==> config.mk <==
export PLATFORM = sky130hd
export DESIGN_NAME = if_stage_flat
export DESIGN_NICKNAME = d
export VERILOG_FILES = /design/src/rtl/if_stage_pkg.sv /design/src/rtl/if_stage_if.sv /design/src/rtl/if_stage_if_id_reg.sv /design/src/rtl/if_stage.sv /design/src/flat_wrapper.sv
export SDC_FILE = /design/constraint.sdc
export NUM_CORES = 1
export LEC_CHECK = 0
export BUFFER_PORTS_ARGS = -buffer_cell sky130_fd_sc_hd__buf_2
export CAP_MARGIN = 15
export CORE_MARGIN = 2
export CORE_UTILIZATION = 39
export DETAILED_ROUTE_END_ITERATION = 7
export PLACE_DENSITY = 0.67
export SYNTH_ARGS = -nofsm -noshare
export SYNTH_HDL_FRONTEND = slang
export SYNTH_SLANG_ARGS = --single-unit
export TNS_END_PERCENT = 10
==> constraint.sdc <==
create_clock -name clk -period 7.2 [get_ports clk]
set_clock_uncertainty 0.05 [all_clocks]
set_input_delay 0 -clock clk [delete_from_list [all_inputs] [get_ports clk]]
set_output_delay 0 -clock clk [all_outputs]
set_load 0.02 [all_outputs]
==> src/rtl/if_stage_pkg.sv <==
// Shared types and constants for the instruction-fetch stage.
package if_stage_pkg;

    localparam int unsigned InstAddrBus = 32;
    localparam int unsigned InstBus     = 32;

    localparam logic [InstAddrBus-1:0] ZeroWord = '0;
    localparam logic [InstBus-1:0]     NopInst  = '0;

    // Fetch FSM encodings
    localparam logic [0:0] IF_FETCH = 1'b0;
    localparam logic [0:0] IF_READY = 1'b1;

    // Contents of the IF/ID pipeline register
    typedef struct packed {
        logic [InstAddrBus-1:0] pc;
        logic [InstBus-1:0]     inst;
        logic                   excp;
    } ifid_t;

    // Sequential successor of a fetch address; wraps at 32 bits
    function automatic logic [InstAddrBus-1:0] seq_pc(input logic [InstAddrBus-1:0] pc);
        return pc + 32'd4;
    endfunction

endpackage

==> src/rtl/if_stage_if.sv <==
// Instruction-memory request/acknowledge port.
interface if_stage_if;
    import if_stage_pkg::*;

    logic                   req;
    logic [InstAddrBus-1:0] addr;
    logic                   ack;
    logic [InstBus-1:0]     rdata;

    modport master (output req, output addr, input ack, input rdata);
    modport slave  (input req, input addr, output ack, output rdata);

endinterface

==> src/rtl/if_stage_if_id_reg.sv <==
// IF/ID pipeline register: flush/bubble to NOP, hold on stall, else load.
module if_stage_if_id_reg
    import if_stage_pkg::*;
(
    input  logic  clk,
    input  logic  rst,
    input  logic  flush_i,
    input  logic  stall_i,
    input  logic  load_i,
    input  ifid_t load_data_i,
    output ifid_t ifid_o
);

    localparam ifid_t Bubble = '{pc: ZeroWord, inst: NopInst, excp: 1'b0};

    ifid_t ifid_q, ifid_d;

    // Next contents: flush beats stall; no delivered word means a bubble
    always_comb begin
        ifid_d = ifid_q;
        if (flush_i) begin
            ifid_d = Bubble;
        end else if (!stall_i) begin
            ifid_d = load_i ? load_data_i : Bubble;
        end
    end

    // Register with asynchronous reset to NOP
    always_ff @(posedge clk or posedge rst) begin
        if (rst) begin
            ifid_q <= Bubble;
        end else begin
            ifid_q <= ifid_d;
        end
    end

    assign ifid_o = ifid_q;

endmodule

==> src/rtl/if_stage.sv <==
// Instruction-fetch stage: PC, fetch FSM, branch/flush redirect, IF/ID register.
// Optional build macro IF_ALIGN_CHECK_EN adds fetch-address alignment checking.
module if_stage
    import if_stage_pkg::*;
#(
    parameter logic [31:0] RESET_PC = 32'h8000_0000,
    parameter int unsigned WAIT_MAX = 0
) (
    input  logic              clk,
    input  logic              rst,
    input  logic              stall_if_i,
    input  logic              stall_id_i,
    input  logic              branch_flag_i,
    input  logic [31:0]       branch_target_i,
    input  logic              flush_i,
    input  logic [31:0]       flush_pc_i,
    if_stage_if.master        imem,
    output logic [31:0]       id_pc_o,
    output logic [31:0]       id_inst_o,
    output logic              id_excp_o,
    output logic              stallreq_if_o
);

    logic [0:0]  state_q, state_d;
    logic [31:0] pc_q, pc_d;
    logic [31:0] hold_q, hold_d;
    logic        pend_q, pend_d;
    logic [31:0] pend_addr_q, pend_addr_d;
    logic        drop_q, drop_d;

    logic        fetch_en;
    logic        ack_vld;
    logic        adv;
    logic        deliver;
    logic        br_take;
    logic        err_deliver;
    logic [31:0] next_pc;
    logic [31:0] deliver_inst;
    ifid_t       load_data;
    ifid_t       ifid;
    logic        unused_sig;

`ifdef IF_ALIGN_CHECK_EN
    logic err_q, err_d, err_sent_q, err_sent_d;

    assign fetch_en    = !err_q;
    assign err_deliver = err_q && !err_sent_q && !stall_if_i && !stall_id_i && !flush_i;
`else
    assign fetch_en    = 1'b1;
    assign err_deliver = 1'b0;
`endif

    assign imem.req      = (state_q == IF_FETCH) && fetch_en;
    assign imem.addr     = pc_q;
    // An ack only counts while a request is actually outstanding
    assign ack_vld       = imem.req && imem.ack;
    assign stallreq_if_o = !rst && (state_q == IF_FETCH) && imem.req && !imem.ack;

    // The current word leaves the stage (delivered or dropped) and the PC moves on
    assign adv     = !stall_if_i && (ack_vld || (state_q == IF_READY));
    assign deliver = adv && !drop_q;
    // A branch is ignored while a flush redirect is already queued
    assign br_take = branch_flag_i && !stall_id_i && !flush_i && !drop_q;

    assign deliver_inst = (state_q == IF_READY) ? hold_q : imem.rdata;

    // Redirect priority: flush, then queued redirect, then live branch, then sequential
    always_comb begin
        if (flush_i) begin
            next_pc = flush_pc_i;
        end else if (pend_q) begin
            next_pc = pend_addr_q;
        end else if (br_take) begin
            next_pc = branch_target_i;
        end else begin
            next_pc = seq_pc(pc_q);
        end
    end

    // FSM, PC and redirect bookkeeping
    always_comb begin
        state_d     = state_q;
        pc_d        = pc_q;
        hold_d      = hold_q;
        pend_d      = pend_q;
        pend_addr_d = pend_addr_q;
        drop_d      = drop_q;
        if (adv) begin
            state_d = IF_FETCH;
            pc_d    = next_pc;
            pend_d  = 1'b0;
            drop_d  = 1'b0;
        end else begin
            if (ack_vld) begin
                // Acked under stall_if: park the word and drop the request
                state_d = IF_READY;
                hold_d  = imem.rdata;
            end
            if (flush_i) begin
                // Memory cannot abort: let the current word arrive, then discard it
                pend_d      = 1'b1;
                pend_addr_d = flush_pc_i;
                drop_d      = 1'b1;
            end else if (br_take) begin
                pend_d      = 1'b1;
                pend_addr_d = branch_target_i;
            end
        end
`ifdef IF_ALIGN_CHECK_EN
        if (err_q && flush_i) begin
            pc_d   = flush_pc_i;
            pend_d = 1'b0;
            drop_d = 1'b0;
        end
`endif
    end

    // Fetch state registers
    always_ff @(posedge clk or posedge rst) begin
        if (rst) begin
            state_q     <= IF_FETCH;
            pc_q        <= RESET_PC;
            hold_q      <= NopInst;
            pend_q      <= 1'b0;
            pend_addr_q <= ZeroWord;
            drop_q      <= 1'b0;
        end else begin
            state_q     <= state_d;
            pc_q        <= pc_d;
            hold_q      <= hold_d;
            pend_q      <= pend_d;
            pend_addr_q <= pend_addr_d;
            drop_q      <= drop_d;
        end
    end

`ifdef IF_ALIGN_CHECK_EN
    // Misaligned PC: stop fetching, report once, wait for a flush
    always_comb begin
        err_d      = err_q;
        err_sent_d = err_sent_q;
        if (err_q && flush_i) begin
            err_d      = (flush_pc_i[1:0] != 2'b00);
            err_sent_d = 1'b0;
        end else if (adv && (next_pc[1:0] != 2'b00)) begin
            err_d      = 1'b1;
            err_sent_d = 1'b0;
        end else if (err_deliver) begin
            err_sent_d = 1'b1;
        end
    end

    // Alignment error registers
    always_ff @(posedge clk or posedge rst) begin
        if (rst) begin
            err_q      <= 1'b0;
            err_sent_q <= 1'b0;
        end else begin
            err_q      <= err_d;
            err_sent_q <= err_sent_d;
        end
    end
`endif

    assign load_data = err_deliver ? '{pc: pc_q, inst: NopInst, excp: 1'b1}
                                   : '{pc: pc_q, inst: deliver_inst, excp: 1'b0};

    if_stage_if_id_reg u_if_id_reg (
        .clk         (clk),
        .rst         (rst),
        .flush_i     (flush_i),
        .stall_i     (stall_id_i),
        .load_i      (deliver || err_deliver),
        .load_data_i (load_data),
        .ifid_o      (ifid)
    );

    assign id_pc_o   = ifid.pc;
    assign id_inst_o = ifid.inst;

`ifdef IF_ALIGN_CHECK_EN
    assign id_excp_o  = ifid.excp;
    assign unused_sig = ^WAIT_MAX;
`else
    assign id_excp_o  = 1'b0;
    assign unused_sig = ^{WAIT_MAX, ifid.excp};
`endif

endmodule

==> src/flat_wrapper.sv <==
// flat-port wrapper written by rule: the top's interface ports become plain ports
module if_stage_flat import if_stage_pkg::*;
#(
    parameter logic [31:0] RESET_PC = 32'h8000_0000,
    parameter int unsigned WAIT_MAX = 0
)
  (clk, rst, stall_if_i, stall_id_i, branch_flag_i, branch_target_i, flush_i, flush_pc_i, id_pc_o, id_inst_o, id_excp_o, stallreq_if_o, imem_req, imem_addr, imem_ack, imem_rdata);
  if_stage_if imem_i ();
  input  logic clk;
  input  logic rst;
  input  logic stall_if_i;
  input  logic stall_id_i;
  input  logic branch_flag_i;
  input  logic [31:0] branch_target_i;
  input  logic flush_i;
  input  logic [31:0] flush_pc_i;
  output logic [31:0] id_pc_o;
  output logic [31:0] id_inst_o;
  output logic id_excp_o;
  output logic stallreq_if_o;
  output wire logic [$bits(imem_i.req)-1:0] imem_req;
  output wire logic [$bits(imem_i.addr)-1:0] imem_addr;
  input wire logic [$bits(imem_i.ack)-1:0] imem_ack;
  input wire logic [$bits(imem_i.rdata)-1:0] imem_rdata;
  assign imem_req = imem_i.req;
  assign imem_addr = imem_i.addr;
  assign imem_i.ack = imem_ack;
  assign imem_i.rdata = imem_rdata;
  if_stage #(.RESET_PC(RESET_PC), .WAIT_MAX(WAIT_MAX)) u_core (.clk(clk), .rst(rst), .stall_if_i(stall_if_i), .stall_id_i(stall_id_i), .branch_flag_i(branch_flag_i), .branch_target_i(branch_target_i), .flush_i(flush_i), .flush_pc_i(flush_pc_i), .imem(imem_i), .id_pc_o(id_pc_o), .id_inst_o(id_inst_o), .id_excp_o(id_excp_o), .stallreq_if_o(stallreq_if_o));
endmodule
**After elaboration in Yosys (flattened, before gate mapping)**

Index checks and enable logic that the tools add are counted.
W data, S select, Z words.

- Bits in registers: 163
- Bits of input ports: 103
- Output and inout bits: 99
- Logic and storage cells: 50

- Add/subtract/negate cells: 1
- Eq/ne operators: 1
- Mux-type cells: 16
- Bitwise gates (word level): 2
- Reduce and logical (&&, ||, !) cells: 22

Operators with widths:

| operator | number |
|---|---|
| $mux W65 | 3 |
| $mux W32 | 6 |
| $add A32 B3 Y32 const B | 1 |
| $logic_and A1 B1 Y1 | 9 |
| $mux W1 | 7 |
| $logic_not A1 Y1 | 6 |
| $reduce_bool A2 Y1 | 3 |
| $reduce_and A2 Y1 | 2 |
| $reduce_bool A3 Y1 | 1 |
| $ne A2 B1 Y1 const B | 1 |
| $not A1 Y1 | 2 |
| $logic_or A1 B1 Y1 | 1 |

**Depth between registers and ports, before layout**

- Depth after elaboration: 8
- Mapped depth: 8
- Depth with buffers taken out: 6

**By module**

Synthesis repeated with hierarchy kept, for this count alone.

- Cell total of the unflattened synthesis: 847
- Area, all modules: 8501.9 um^2

Modules (own cells, without submodules):

| module | instances | cells each | area an instance (um^2) | seq. area each (um^2) |
|---|---|---|---|---|
| if_stage | 1 | 621 | 5783.0 | 2478.6 |
| if_stage_if_id_reg | 1 | 226 | 2718.9 | 1626.6 |

**Worst setup path before layout**

No wires, ideal clock.

- Path kind: register to register
- Start: register u_core.pc_q[4], in the netlist u_core.imem.addr[4]
- End: register u_core.pc_q[26], in the netlist u_core.imem.addr[26]
- Library setup time: 0.123 ns
- Data arrival time: 2.130 ns
- Data required time: 7.027 ns
- Slack: 4.896 ns
- Stages on the path, launching flop included: 9
- Clock period less this slack: 2.304 ns
- Path through: dfrtp_1 -> buf_2 -> nand4_2 -> or4_4 -> buf_6 -> buf_2 -> nor4_1 -> mux2i_1 -> nand2_1

- Longest elaborated chain between the ends: 4

RTL lines:

| what | line | text |
|---|---|---|
| start: declaration | if_stage.sv:25 | `logic [31:0] pc_q, pc_d;` |
| start signal: assignment | if_stage.sv:129 | `pc_q <= pc_d;` |
| $add A32 B3 Y32 | if_stage_pkg.sv:23 | `return pc + 32'd4;` |
| $mux W32 | if_stage.sv:73 | `end else if (br_take) begin` |
| $mux W32 | if_stage.sv:71 | `end else if (pend_q) begin` |
| $mux W32 | if_stage.sv:69 | `if (flush_i) begin` |

Every way passes these cells.
A chain may end at the register's enable or synchronous reset.

**Worst setup path after layout**

- Start: register u_core.state_q
- End: register u_core.pc_q[12], in the netlist u_core.imem.addr[12]

- Longest elaborated chain between the ends: 4

RTL lines:

| what | line | text |
|---|---|---|
| start: declaration | if_stage.sv:24 | `logic [0:0] state_q, state_d;` |
| start signal: assignment | if_stage.sv:128 | `state_q <= state_d;` |
| $not A1 Y1 | if_stage.sv:53 | `assign imem.req = (state_q == IF_FETCH) && fetch_en;` |
| $logic_and A1 B1 Y1 | if_stage.sv:56 | `assign ack_vld = imem.req && imem.ack;` |
| $logic_or A1 B1 Y1 * | if_stage.sv:60 | `assign adv = !stall_if_i && (ack_vld \|\| (state_q == IF_READY));` |
| $logic_and A1 B1 Y1 * | if_stage.sv:60 |  |

Mark *: on every way between the ends. The rest lies on a longest branch, timed or not.

==> impl_metrics.tcl <==
set metrics [dict create \
    slew_headroom 0.296 \
    end_kind "flop" \
    synth.distinct_cells 69 \
    hold_viol_final 0 \
    layout-drive-gt1-share 0.262 \
    cts_setup_buffers 0 \
    ioPinCount 202 \
    cts_tree "built" \
    routed_wl_mm 25.1 \
    crit_chain "buf_4, o21ba_2, nand2_1, a221oi_1, a21oi_1, o221a_2, dlygate4sd3_1" \
    hp-start "branch_target_i[10]" \
    first_pass_iters 5 \
    total_power_uw 2640 \
    postCtsHoldBufs 121 \
    required_ns 7.47 \
    placementRows 52 \
    synth_edf_count 0 \
    ant_nets 0 \
    clk_path_buf_depth 2 \
    die_area_sq_mm 0.0220 \
    grt_max_degree 89 \
    setup_viol 0 \
    grt_pass1_vias 7232 \
    drtIter0Drc 557 \
    grt_pass1_wl_mm 39.8 \
    synth_area_sq_mm 0.00814 \
    htree_levels 4 \
    cp_max_fo 37 \
    rsz0062_at_grt "no" \
    synth-seq-cells 163 \
    worst_slack_ns 3.51 \
    power_density_mw_per_mm2 236 \
    timing.fmax_ghz 0.271 \
    area_growth_pct 37.4 \
    avgSynthCellArea_sq_um 9.81 \
    cap_violations 0 \
    async_reset_ff_frac 1.00 \
    min_to "u_core.imem.addr[10]" \
    antenna_found_initial 0 \
    critPathSlowestCell "o21ba_2" \
    run_status "finished clean" \
    fin_nets 1221 \
    max_stage_delay_ns 0.71 \
    clock_latency_ns 0.44 \
    overflow 0 \
    hp-class "input port to flop" \
    hold_depth 5 \
    r2r_end "u_core.imem.addr[12]" \
    syn-num-nets 934 \
    clk_pin_slew_ns 0.07 \
    critPathKind "flop to flop" \
    worst-slew-pin-transition_ns 1.05 \
    gp_congestion 0.865 \
    die_y_um 148 \
    n_antenna_cell 0 \
    viasPerCell 5.55 \
    post-route-util 0.549 \
    place.detailed.hpwl_mm 16.6 \
    grt_use_total 0.229 \
    tns_ns 0 \
    vias 7763 \
    maxSlewViolCount 0 \
    fin_crit_ns 3.69 \
    ys_warn_count 0 \
    synthFlopType "dfrtp_1" \
    cts-root-buf "clkbuf_16" \
    start_util 0.400 \
    worstSetupStartpointType "flop" \
    wl_per_cell_um 18.0 \
    timing.final.crit_share 0.513 \
    cts_inserted_buffers 17 \
    core-area_sq_mm 0.0204 \
    rr_startpoint "u_core.state_q" \
    arrival_ns 3.96 \
    nFillCells 1772 \
    vdd_drop_max_v 0.000137 \
    syn_inst 830 \
    r2r_setup_slack_ns 3.51 \
    drc 0 \
    post-place-ws_ns 4.12 \
    cts_resized 0 \
    seq_area_frac_synth 0.501 \
    portBuffers 200 \
    reg2reg_depth 7 \
    die_w_um 148 \
    power.leakage_uw 0.00520 \
    cts_sinks 163 \
]
-- cell families (layout without fill, tap and decap cells) --
group	after synthesis	after routing	share of synthesized area
AOI/OAI and AO/OA	242	242	0.186
xor gates and xnor gates	6	6	0.00646
adders and majority gates	1	1	0.00154
buffers and inverters	82	382	0.0397
DFF	163	163	0.501
muxes	93	93	0.119
other	1	1	0.000461
and+or+nand+nor	242	242	0.145
-- state kept, by name (all words and copies together), names as in the netlist --
signal,count
u_core.u_if_id_reg.ifid_o,64
u_core.pend_addr_q,32
u_core.drop_q,1
u_core.pend_q,1
u_core.state_q,1
u_core.imem.addr,32
u_core.hold_q,32
-- cells in the final DEF (no fill, tap or decap), types with 15 or more instances in the layout --
master and instances:
a21oi_1 40, a22o_1 26, buf_2 199, dfrtp_1 161
nand2_1 107, dlygate4sd3_1 121, nor3_1 19, mux2_2 32
nand3_1 20, clkbuf_16 17, mux2i_1 61, nor2_1 29
o21ai_0 108, inv_1 15
-- power by group --
part | switching [uW] | total [uW] | internal [uW]
combinational | 317 | 561 | 244
clock | 419 | 923 | 504
sequential | 127 | 1160 | 1030
-- critical path: cells and delay by family (launching register included) --
kind	cells	cell delay [ns]
simple gates	1	0.55
flops	1	0.34
buf+inv	2	1.06
compound gates	4	1.54
-- stage by stage --
step | instances | cell area [sq um] | hold WS, ns
floorplan | 830 | 8140 | 0.0295
global placement | 1247 | 9370 | 0.184
detailed placement | 1247 | 9370 | 0.186
CTS | 1400 | 11200 | 0.00144
global route | 1400 | 11200 | 0.0770
finish | 1400 | 11200 | 0.0217
-- synth_stat cells, types with 2 or more instances --
cell	n	share of area
clkbuf_1	53	0.024
a21oi_1	40	0.025
nor2_1	29	0.013
a2bb2oi_1	2	0.0022
nand2b_1	2	0.0015
nor3_1	19	0.012
nor4b_1	2	0.0022
o22ai_1	6	0.0046
and3_1	11	0.0085
o31a_1	2	0.0022
nand3b_1	2	0.0018
and4_1	2	0.0022
o211ai_1	6	0.0055
a31oi_1	6	0.0046
a21boi_0	4	0.0037
nand3_1	20	0.012
nor4_1	12	0.0092
inv_1	16	0.0074
xnor2_1	2	0.0022
buf_1	8	0.0037
a22o_1	26	0.028
nand2_1	107	0.049
or3_1	9	0.0069
dfrtp_1	162	0.50
buf_2	3	0.0018
nand4_1	13	0.010
mux2i_1	61	0.075
o41ai_1	2	0.0022
a32oi_1	2	0.0022
a311o_1	2	0.0025
mux2_2	32	0.044
a31o_2	2	0.0022
o21ai_0	108	0.066
a221oi_1	12	0.013
xor2_1	4	0.0043
a211oi_1	8	0.0074
-- area by class of cell --
type | instances | area, sq um | share of cell area
Clock inverter | 14 | 164 | 0.0147
Tap cell | 270 | 338 | 0.0302
Sequential cell | 163 | 4080 | 0.365
Clock buffer | 18 | 439 | 0.0393
Multi-Input combinational cell | 585 | 3780 | 0.338
Inverter | 16 | 65.1 | 0.00582
Timing Repair Buffer | 334 | 2310 | 0.207
-- routing by layer --
metal,global-route usage,wire length [um]
met5,0,0
met4,0.0819,605
met3,0.0423,1760
met2,0.351,11500
met1,0.326,11300
-- how the worst max path moves through the flow --
stage | from | end | cells past startpoint
2_1_floorplan | rst | u_core.drop_q | 1
3_3_place_gp | u_core.state_q | u_core.imem.addr[20] | 6
3_5_place_dp | u_core.state_q | u_core.imem.addr[20] | 6
4_1_cts | u_core.state_q | u_core.imem.addr[12] | 7
5_1_grt | u_core.state_q | u_core.imem.addr[12] | 7
6_report | u_core.state_q | u_core.imem.addr[12] | 7
Power figures use the tool's default switching activity.
